## src/rtl/sa_isa_pkg.sv

```systemverilog
// Shared ISA definitions for the systolic-array instruction path: opcodes,
// instruction field layout, host command encodings and buffer depths.
package sa_isa_pkg;

   localparam int INSTR_W  = 64;
   localparam int OPC_LSB  = 0;
   localparam int OPC_W    = 5;
   localparam int ADDR_LSB = 5;
   localparam int ADDR_W   = 16;
   localparam int DATA_LSB = 21;
   localparam int DATA_W   = 32;

   localparam int LOAD_DEPTH  = 128;
   localparam int DRAIN_DEPTH = 16;
   localparam int LOAD_AW     = $clog2(LOAD_DEPTH);
   localparam int DRAIN_AW    = $clog2(DRAIN_DEPTH);

   localparam int CMD_W = 3;
   localparam int LEN_W = 7;

   localparam logic [OPC_W-1:0] OP_NOP       = 5'b00000;
   localparam logic [OPC_W-1:0] OP_COMPUTE   = 5'b00001;
   localparam logic [OPC_W-1:0] OP_COMPUTE_I = 5'b00010;
   localparam logic [OPC_W-1:0] OP_ACC_TO_OB = 5'b00011;
   localparam logic [OPC_W-1:0] OP_INP_WR    = 5'b00100;
   localparam logic [OPC_W-1:0] OP_WT_WR     = 5'b00101;
   localparam logic [OPC_W-1:0] OP_OB_SEND   = 5'b00110;
   localparam logic [OPC_W-1:0] OP_ACC_RST   = 5'b00111;

   localparam logic [CMD_W-1:0] CMD_LOAD_INP  = 3'd0;
   localparam logic [CMD_W-1:0] CMD_LOAD_WT   = 3'd1;
   localparam logic [CMD_W-1:0] CMD_COMPUTE   = 3'd2;
   localparam logic [CMD_W-1:0] CMD_COMPUTE_I = 3'd3;
   localparam logic [CMD_W-1:0] CMD_DRAIN     = 3'd4;
   localparam logic [CMD_W-1:0] CMD_RESET_ACC = 3'd5;

   typedef enum logic [2:0] {
      IDLE,
      LOAD,
      COMP,
      DRAIN_A,
      DRAIN_S,
      RSTA
   } seq_state_t;

   // A drain never walks past the end of the accumulator buffer.
   function automatic logic [LEN_W-1:0] drainLen(input logic [LEN_W-1:0] len);
      return (len > LEN_W'(DRAIN_DEPTH)) ? LEN_W'(DRAIN_DEPTH) : len;
   endfunction

endpackage

```

## src/rtl/instr_word_pack.sv

```systemverilog
// Assembles the 64-bit decoder instruction from opcode, address and data;
// unused upper bits are always zero.
module instr_word_pack
   import sa_isa_pkg::*;
(
   input  logic [OPC_W-1:0]   i_opcode,
   input  logic [ADDR_W-1:0]  i_addr,
   input  logic [DATA_W-1:0]  i_data,
   output logic [INSTR_W-1:0] o_instr
);

   always_comb begin
      o_instr = '0;
      o_instr[OPC_LSB +: OPC_W]   = i_opcode;
      o_instr[ADDR_LSB +: ADDR_W] = i_addr;
      o_instr[DATA_LSB +: DATA_W] = i_data;
   end

endmodule

```

## src/rtl/instr_sequencer.sv

```systemverilog
// Expands host commands into a stream of one decoder instruction per cycle.
// The fields are registered together with the state, so the word shown is always the current step.
module instr_sequencer
   import sa_isa_pkg::*;
(
   input  logic               clk,
   input  logic               rst,
   input  logic               cmd_valid,
   output logic               cmd_ready,
   input  logic [CMD_W-1:0]   cmd_op,
   input  logic [LEN_W-1:0]   cmd_base,
   input  logic [LEN_W-1:0]   cmd_len,
   input  logic               din_valid,
   input  logic [DATA_W-1:0]  din_data,
   output logic               din_ready,
   output logic [INSTR_W-1:0] instruction,
   output logic               busy,
   output logic               done
);

   localparam logic [LEN_W-1:0] ONE = LEN_W'(1);

   seq_state_t          r_state;
   logic [CMD_W-1:0]    r_op;
   logic [LEN_W-1:0]    r_base;
   logic [LEN_W-1:0]    r_len;
   logic [LEN_W-1:0]    r_cnt;
   logic [OPC_W-1:0]    r_opcode;
   logic [ADDR_W-1:0]   r_addr;
   logic [DATA_W-1:0]   r_data;
   logic                r_done;

   logic                w_isLoadCmd;
   logic [OPC_W-1:0]    w_cmdLoadOpc;
   logic [OPC_W-1:0]    w_loadOpc;
   logic [LOAD_AW-1:0]  w_loadAddr;
   logic [DRAIN_AW-1:0] w_drainNext;
   logic                w_lastStep;
   logic                w_loadAccept;

   assign w_isLoadCmd  = (cmd_op == CMD_LOAD_INP) || (cmd_op == CMD_LOAD_WT);
   assign w_cmdLoadOpc = (cmd_op == CMD_LOAD_WT) ? OP_WT_WR : OP_INP_WR;
   assign w_loadOpc    = (r_op == CMD_LOAD_WT) ? OP_WT_WR : OP_INP_WR;
   assign w_loadAddr   = r_base + r_cnt;
   assign w_drainNext  = r_addr[DRAIN_AW-1:0] + DRAIN_AW'(1);
   assign w_lastStep   = (r_cnt + ONE) == r_len;

   // The first load word is taken on the accepting edge so it appears the very next cycle.
   assign w_loadAccept = cmd_valid && cmd_ready && w_isLoadCmd && (cmd_len != '0);
   assign din_ready    = !rst && din_valid &&
                         (((r_state == LOAD) && !r_done) || w_loadAccept);

   assign cmd_ready = (r_state == IDLE);
   assign busy      = (r_state != IDLE);
   assign done      = r_done;

   always_ff @(posedge clk) begin
      if (rst) begin
         r_state  <= IDLE;
         r_op     <= '0;
         r_base   <= '0;
         r_len    <= '0;
         r_cnt    <= '0;
         r_opcode <= OP_NOP;
         r_addr   <= '0;
         r_data   <= '0;
         r_done   <= 1'b0;
      end else if (r_done) begin
         r_state  <= IDLE;
         r_cnt    <= '0;
         r_opcode <= OP_NOP;
         r_addr   <= '0;
         r_data   <= '0;
         r_done   <= 1'b0;
      end else begin
         case (r_state)
            IDLE: begin
               if (cmd_valid) begin
                  r_op   <= cmd_op;
                  r_base <= cmd_base;
                  r_len  <= cmd_len;
                  r_cnt  <= '0;
                  if (cmd_op == CMD_RESET_ACC) begin
                     r_state  <= RSTA;
                     r_opcode <= OP_ACC_RST;
                     r_done   <= 1'b1;
                  end else if ((cmd_len == '0) || (cmd_op > CMD_RESET_ACC)) begin
                     // Empty or illegal commands cost one NOP cycle carrying done.
                     r_state <= COMP;
                     r_done  <= 1'b1;
                  end else if (w_isLoadCmd) begin
                     r_state <= LOAD;
                     if (din_valid) begin
                        r_opcode <= w_cmdLoadOpc;
                        r_addr   <= ADDR_W'(cmd_base);
                        r_data   <= din_data;
                        r_cnt    <= ONE;
                        r_done   <= (cmd_len == ONE);
                     end
                  end else if (cmd_op == CMD_DRAIN) begin
                     r_state  <= DRAIN_A;
                     r_opcode <= OP_ACC_TO_OB;
                     r_addr   <= ADDR_W'(cmd_base[DRAIN_AW-1:0]);
                  end else begin
                     r_state  <= COMP;
                     r_opcode <= (cmd_op == CMD_COMPUTE_I) ? OP_COMPUTE_I : OP_COMPUTE;
                     r_cnt    <= ONE;
                     r_done   <= (cmd_len == ONE);
                  end
               end
            end
            LOAD: begin
               if (din_valid) begin
                  r_opcode <= w_loadOpc;
                  r_addr   <= ADDR_W'(w_loadAddr);
                  r_data   <= din_data;
                  r_cnt    <= r_cnt + ONE;
                  r_done   <= w_lastStep;
               end else begin
                  r_opcode <= OP_NOP;
                  r_addr   <= '0;
                  r_data   <= '0;
               end
            end
            COMP: begin
               r_cnt  <= r_cnt + ONE;
               r_done <= w_lastStep;
            end
            DRAIN_A: begin
               r_state  <= DRAIN_S;
               r_opcode <= OP_OB_SEND;
               r_done   <= (r_cnt + ONE) == drainLen(r_len);
            end
            DRAIN_S: begin
               r_state  <= DRAIN_A;
               r_opcode <= OP_ACC_TO_OB;
               r_addr   <= ADDR_W'(w_drainNext);
               r_cnt    <= r_cnt + ONE;
            end
            default: begin
               r_state <= IDLE;
            end
         endcase
      end
   end

   instr_word_pack uPack (
      .i_opcode (r_opcode),
      .i_addr   (r_addr),
      .i_data   (r_data),
      .o_instr  (instruction)
   );

endmodule
```

## config.mk

```make
export PLATFORM = sky130hd
export DESIGN_NAME = instr_sequencer
export DESIGN_NICKNAME = d
export VERILOG_FILES = /design/src/rtl/sa_isa_pkg.sv /design/src/rtl/instr_word_pack.sv /design/src/rtl/instr_sequencer.sv
export SDC_FILE = /design/constraint.sdc
export NUM_CORES = 1
export LEC_CHECK = 0
export ABC_AREA = 1
export CAP_MARGIN = 5
export CORE_MARGIN = 2
export CORE_UTILIZATION = 45
export CTS_CLUSTER_SIZE = 25
export DETAILED_ROUTE_END_ITERATION = 7
export GPL_ROUTABILITY_DRIVEN = 0
export GPL_TIMING_DRIVEN = 0
export PLACE_DENSITY = 0.79
export SETUP_SLACK_MARGIN = 0.4
export SYNTH_ARGS = -nofsm -noshare
export SYNTH_HDL_FRONTEND = slang
export SYNTH_SLANG_ARGS = --single-unit
```

## constraint.sdc

```tcl
create_clock -name clk -period 4.1 [get_ports clk]
set_input_delay 1.23 -clock clk [delete_from_list [all_inputs] [get_ports clk]]
set_output_delay 1.23 -clock clk [all_outputs]
set_load 0.1 [all_outputs]
```

* Word level (Yosys, flattened, before mapping)
Cells that the tools add are included.
** Storage, ports and cells
- Bits of input ports :: 53
- Bits in registers :: 81
** Cells by class
- Equality and inequality tests :: 22
- $add $sub $neg :: 3
- Muxes and demuxes :: 49
- Bitwise logic cells :: 2
- Order comparisons :: 2
- Reduce and logical (&&, ||, !) cells :: 29
** Operator list (count)
- 32-bit two-way mux :: 6
- 16-bit two-way mux :: 6
- 32-bit one-hot mux with 2 select lines :: 1
- 7-bit two-way mux :: 7
- 16-bit one-hot mux with 3 select lines :: 1
- 5-bit two-way mux :: 5
- 7-bit one-hot mux with 3 select lines :: 1
- 5-bit one-hot mux with 4 select lines :: 1
- 7-bit == test :: 2
- 1-bit two-way mux :: 12
- 3-bit one-hot mux with 4 select lines :: 1
- 6-bit AND reduction :: 2
- 3-bit by 1-bit == test with 1-bit output (second input constant) :: 3
- 3-bit by 2-bit == test with 1-bit output (second input constant) :: 3
- 3-bit == test (second input constant) :: 3
- 3-bit two-way mux :: 3
- 3-bit nonzero test :: 3
- 2-bit two-way mux :: 4
- 2-bit != test (second input constant) :: 4
- 7-bit by 1-bit adder with 7-bit output (second input constant) :: 1
- 7-bit adder :: 1
- 7-bit by 1-bit == test with 1-bit output (second input constant) :: 1
- 7-bit by 5-bit > comparator with 1-bit output (second input constant) :: 1
- 7-bit logical NOT :: 1
- 19 further kinds :: 34

* Logic depth before layout (Yosys ltp)
Gate-level depths: netlist of the first run.
- Depth in word-level cells :: 8
- Mapped depth :: 13
- Depth with buffers taken out :: 13

* By module
A second synthesis of the first run with hierarchy kept.
** Unflattened totals
- Cells, all modules :: 670
- Area total of the unflattened synthesis :: 4493.1 sq um
** By module, submodules not included
- instr_sequencer :: cells each 605, instances 1, area an instance 4008.8 sq um
- instr_word_pack :: cells each 65, instances 1, area an instance 484.2 sq um

* Worst setup path after synthesis of the first run
No wires, ideal clock.
- Path kind :: input to output
- Start :: in cmd_op[2]
- End :: out din_ready
- Stages on the path :: 5
- Required time :: 2870 ps
- Arrival :: 3697 ps
- Setup slack :: -827 ps
- Path through :: inv_1 > nand2_1 > inv_1 > a32oi_1 > nor3_1
** On the way
- Word-level cells in the longest chain between the ends :: 6
- Elaborated cells on any way between the ends :: 7
- Classes of those cells :: eq/ne: 1; reduce/logical: 6
** RTL lines
- from (decl) :: line instr_sequencer.sv:10 : input logic [CMD_W-1:0] cmd_op,
- 3-bit by 1-bit == test with 1-bit output or 3-bit logical NOT (tied branches) :: line instr_sequencer.sv:41 : assign w_isLoadCmd = (cmd_op == CMD_LOAD_INP) || (cmd_op == CMD_LOAD_WT);
- 1-bit logical OR (*) :: line instr_sequencer.sv:41
- 1-bit logical AND (*) (2 in a row) :: line instr_sequencer.sv:49 : assign w_loadAccept = cmd_valid && cmd_ready && w_isLoadCmd && (cmd_len != '0);
- 1-bit logical OR (*) :: line instr_sequencer.sv:51 : (((r_state == LOAD) && !r_done) || w_loadAccept);
- 1-bit logical AND (*) :: line instr_sequencer.sv:50 : assign din_ready = !rst && din_valid &&
- to (decl) :: line instr_sequencer.sv:15 : output logic din_ready,
Mark *: on every way between the ends. The rest lies on a longest branch, timed or not.

* Final worst setup path of the first run
- Start :: in cmd_op[1]
- End :: out din_ready
The elaborated chain is that of the path after synthesis.

==> metrics.txt, run 1 <==
Flop pwr share 0.227; Longest Clk Path Bufs 2; RSZ-0062 raised after global routing false; Layout Skew 0.00866 ns; critical setup path kind primary input to output pin; CTS Hold Bufs 0; via count roughly 4400; hold crit path type register to register; multi-input combinational cell area about 2400 um2; maximum vdd drop 0.000549 V; Reg clk slew, reported paths 0.07 ns; DRT antenna net count 0; Total Power 4640 uW; Avg Vias per Cell around 4.9; most frequent cells in the layout nand2_1 (172), clkdlybuf4s50_1 (87), nor2_1 (85); Synth area leader dfxtp_1; Comb pwr share 0.660; vias in the first global route 4052; sequential cell area between 1000 and 1500 um2; Max Freq between 0.2 and 0.3 GHz; cell count after synthesis approximately 630; io pins 121; post-layout min period around 3.6 ns; Post-Synth XOR/XNOR Area 0.00629; Diodes inserted 0; die span in x roughly 100 um; CP delay by family, top buffers and inverters; crit path cell chain dlygate4sd2_1 > inv_1 > nand2_1 > inv_2 > a32oi_2 > nor3_4 > buf_12; Core Area 9110 um2; Post-Synthesis Cell Area roughly 4200 um2; hold_ws approximately 0.47 ns; aggregate routed wire length approximately 11000 um; simple-gate share of the synthesized area 0.405; Worst Path Arrival roughly 2.4 ns; Pleak between 0.002 and 0.003 uW; post-DP HPWL between 8000 and 9000 um; R2R cell count 9; first-pass GRT wire length 17700 um; GRT overflow 0; proportion of synthesized area in mux cells 0; row cnt 35; largest family of logic cells by synthesized area simple AND/OR/NAND/NOR gates; PD cells ~820 nW/um2; largest net degree at the start of global routing 13; layout cell share with drive strength beyond 1 0.189; Synth Area in Adders 0.0288; synthesized flop and latch total 70; number of buffers created by CTS 9; Slew @ Worst Pin 1.02 ns; CTS Sinks 70; placed inst area 5380 um2; final hold violations 0; hold path cells 2; H-Tree Depth 3; DR WL/cell roughly 13 um; largest fanout on the critical path 4; Levels on crit path 7; Max Slew Vio Count 0; CP max stage cell dlygate4sd2_1; Iteration-0 DRC Markers between 200 and 250; chip height 100 um; Pint around 2000 uW; most common cell after layout, fill and taps aside nand2_1; Ys Warns 0; die area around 10000 um2; Max Cap Viol 0; endpoints failing setup 0; Buffers & Inverters on Critical Path 4; switching portion of total power 0.578; Starting Density 0.458; Worst Setup End Kind output pin; P_sw 2680 uW; Mapped Avg Cell Area roughly 6.7 um2; Seq/Total Area, Yosys 0.336; Final period util 0.890; CP peak stage delay slightly below 0.3 ns; clock root cell clkbuf_8; clock share of power 0.113; Synth area leaders dfxtp_1 (34%), nand2_1 (15%), nor2_1 (7.8%), nand2_2 (4.5%), nor2_2 (4.5%); status completed; fin util 0.622; Compound-Gate Fraction of Synth Area 0.0995; filler instances ~820; Final #Nets 830; WP data required approximately 2.9 ns; initial antenna violation count 0; CTS tree yes; Synth top area share 0.336; DRT Pass-1 Iters 5; Design Area, Final between 5000 and 6000 um2; Worst slew margin 0.320; DRC Markers 0; startpoint types primary input; Cell variety after synth 38; Total GRT Usage 0.216; buffers added on ports 98; synth-to-layout area growth 35.6%; clock latency on the worst-skew pair ~0.35 ns
[power by group through the flow]
stage / registers, uW / clock network [uW] / logic (uW)
6_report: 1060 / 525 / 3060
5_1_grt: 1080 / 572 / 3240
4_1_cts: 1050 / 533 / 3050
3_5_place_dp: 1070 / 0 / 3030
3_3_place_gp: 1060 / 0 / 2990
2_1_floorplan: 2180 / 0 / 1280
[cells in the mapped netlist, drive strengths merged]
cell,count
a32oi,1
nand2,205
nand4,2
inv,53
conb,1
a2111oi,1
o21ai,36
o211ai,2
a21oi,35
nor3,10
o221ai,1
fa,1
nor4,1
and2,1
dfxtp,70
xnor2,2
nand3,33
nor2,120
o31ai,1
buf,33
or2,1
ha,8
clkbuf,8
xor2,1
[area by class of cell]
class                      instances  area share
tap                              111      0.0245
buffer                            41      0.0555
clock inverter                     5     0.00597
sequential                        70       0.248
timing repair buffer             109       0.187
multi-input combinational        484       0.417
inverter                          53      0.0356
clock buffer                      11      0.0267
[tightest hold or removal path, stage by stage (launching register included)]
cell and delay, ns:
dfxtp_1 0.31, nand2_1 0.06, a21oi_1 0.05
[kinds of logic after synthesis]
group                      after synthesis
xor gates and xnor gates                 3
and+or+nand+nor                        373
DFF                                     70
buffers and inverters                   94
other                                    1
AOI/OAI and AO/OA                       77
adders and majority gates                9
[layer usage]
metal / vias to the layer above / share of wire / track usage
li1: 2213 / - / -
met1: 1908 / 0.43 / 0.268
met2: 207 / 0.47 / 0.363
met3: 33 / 0.077 / 0.0467
met4: 0 / 0.024 / 0.0917
met5: - / 0 / 0
[registers in the layout, summed over array words and instances (netlist names), 3 cells and up]
register  flops
r_data       32
r_addr        7
r_base        7
r_cnt         7
r_len         7
r_op          3
r_opcode      3
r_state       3
[repair_timing]
item                       in CTS  in global routing
gates resized for setup        24                  0
buffers inserted               11                  0
pin swaps                       7                  1
setup endpoints to repair       1                  1
[path summary, 6_finish.rpt]
check | startpoint | endpoint | slack, ns
worst max-delay path | cmd_op[1] | din_ready | 0.45
worst min-delay path | r_opcode[0] | r_opcode[0] | 0.47
worst max register to register | r_cnt[0] | r_addr[4] | 2.05
worst min register to register | r_opcode[0] | r_opcode[0] | 0.47
[per-stage QoR]
stage | worst slack, ns | setup TNS (ns) | instances
final | 0.450 | 0 | 884
after global routing | 0.411 | 0 | 884
after CTS | 0.431 | 0 | 884
after detailed placement | -0.784 | -0.784 | 857
after global placement | -0.732 | -0.732 | 857
after floorplan | 0.414 | 0 | 648
(Power assumes the default switching activity.)
==> run 2, diff against run 1 <==
- HOLD_SLACK_MARGIN: unset -> 0.06
- SKIP_LAST_GASP: unset -> 1
==> results of run 2 <==
The final DEF is identical to that of run 1; final timing and power are the same.
==> run 3, diff against run 2 <==
- CORE_UTILIZATION: 45 -> 52
- PLACE_DENSITY: 0.79 -> 0.89
==> run 3 against run 2 <==
  * Sequential share of layout area is 0.36 points lower
  * Clock power is 3% higher
  * Maximum frequency is 0.17% lower
  * Non-clock buffer count is 4 higher
  * Critical path type unchanged
  * Total power is 2.6% higher
  * Sequential cell count stayed put
  * Final area is 1.5% higher
  * Wire length is 8.4% higher
==> metrics.txt, run 3 (synthesis results as in run 1) <==
critical setup path kind primary input to output pin; DR WL/cell 13.7 um; first-pass GRT wire length 18900 um; Worst Path Arrival roughly 2.4 ns; Max Freq approximately 0.27 GHz; Worst Setup End Kind output pin; Worst slew margin 0.327; synth-to-layout area growth 37.6%; Final period util 0.892; Diodes inserted 0; vias in the first global route between 4000 and 5000; maximum vdd drop 0.000519 V; largest net degree at the start of global routing 13; row cnt 32; DRT Pass-1 Iters 5; initial antenna violation count 0; post-layout min period between 3 and 4 ns; Max Cap Viol 0; Largest register FFs 32; most common cell after layout, fill and taps aside nand2_1; Iteration-0 DRC Markers 258; Slew @ Worst Pin ~1.0 ns; largest fanout on the critical path 4; Core Area 7770 um2; GRT overflow 0; DRC Markers 0; Place WS -0.761 ns; layout cell share with drive strength beyond 1 0.218; aggregate routed wire length about 12000 um; Layout Skew between 0.007 and 0.008 ns; CTS tree yes; final worst slack 0.444 ns; hold crit path type register to register; H-Tree Depth 3; clock latency on the worst-skew pair ~0.34 ns; most frequent cells in the layout nand2_1 (170), clkdlybuf4s50_1 (87), dfxtp_1 (70); startpoint types primary input; setup TNS 0 ns; PD cells around 830 nW/um2; post-DP HPWL approximately 8500 um; hold_ws between 0.4 and 0.5 ns; Avg Vias per Cell between 5 and 6; chip height ~94 um; Starting Density 0.537; Longest Clk Path Bufs 2; register name with the most flops r_data; Max Slew Vio Count 0; WP data required 2.87 ns; Reg clk slew, reported paths approximately 0.070 ns; die area 8760 um2; Final #Nets 834; status completed; final hold violations 0; Total GRT Usage 0.268; CTS Sinks 70; via count approximately 4500; number of buffers created by CTS 9; buffers added on ports 98; die span in x between 90 and 100 um; RSZ-0062 raised after global routing true; clock root cell clkbuf_8; endpoints failing setup 0; DRT antenna net count 0; Pleak 0.00261 uW; io pins roughly 120
==> run 3: cell types whose count changed in the layout (fill, tap and decap cells not counted), sizes merged <==
cell / change
buf: +4
bufinv: +1
clkbuf: -2
==> run 3: final timing paths <==
kind	slack, ns	startpoint	cells past startpoint	to
max	0.44	cmd_op[1]	7	din_ready
min reg2reg	0.49	r_data[1]	2	r_data[1]
min	0.49	r_data[1]	2	r_data[1]
max reg2reg	2.08	r_state[0]	10	done
==> run 3: stage by stage <==
| stage | instance area (um2) | std cells | power [uW] | utilization |
|---|---|---|---|---|
| floorplan | 4260 | 648 | 3470 | - |
| global placement | 5370 | 848 | 4040 | 0.692 |
| detailed placement | 5370 | 848 | 4110 | 0.692 |
| CTS | 5670 | 876 | 4690 | 0.730 |
| global route | 5750 | 878 | 4990 | 0.740 |
| finish | 5750 | 878 | 4760 | 0.740 |
==> run 3: where the power goes <==
part | internal, uW | leakage [uW] | switching (uW) | total (uW)
Combinational | 837 | 0.00195 | 2310 | 3150
Sequential | 906 | 0.000574 | 162 | 1070
Clock | 276 | 0.0000911 | 265 | 541
Total | 2020 | 0.00261 | 2740 | 4760
==> run 3: worst max-delay path: stages <==
cell and delay, ns:
dlygate4sd2_1 0.38, inv_2 0.10, nand2_2 0.13, inv_2 0.07
a32oi_2 0.27, nor3_4 0.07, buf_12 0.17
==> run 3: area by class of cell <==
| class | count | area, um2 |
|---|---|---|
| Sequential cell | 70 | 1400 |
| Tap cell | 102 | 128 |
| Inverter | 53 | 201 |
| Buffer | 41 | 324 |
| Clock inverter | 6 | 63.8 |
| Clock buffer | 9 | 124 |
| Multi-Input combinational cell | 484 | 2410 |
| Fill cell | 579 | 2020 |
| Timing Repair Buffer | 113 | 1090 |
==> run 3: routing by layer <==
metal  vias to the layer above  wire length [um]  GRT usage
met5                         -                 0          0
met1                      2057              4800      0.296
met4                         0               380      0.111
met2                       216              5890      0.489
met3                        40               934     0.0645
li1                       2226                 -          -
==> run 3: timing repair <==
item,4_1_cts,5_1_grt
buffers inserted,13,2
pin swaps,7,3
endpoints found under the setup margin,1,33
resized for setup,27,20
endpoints found under the hold margin,0,0
hold buffers,0,0
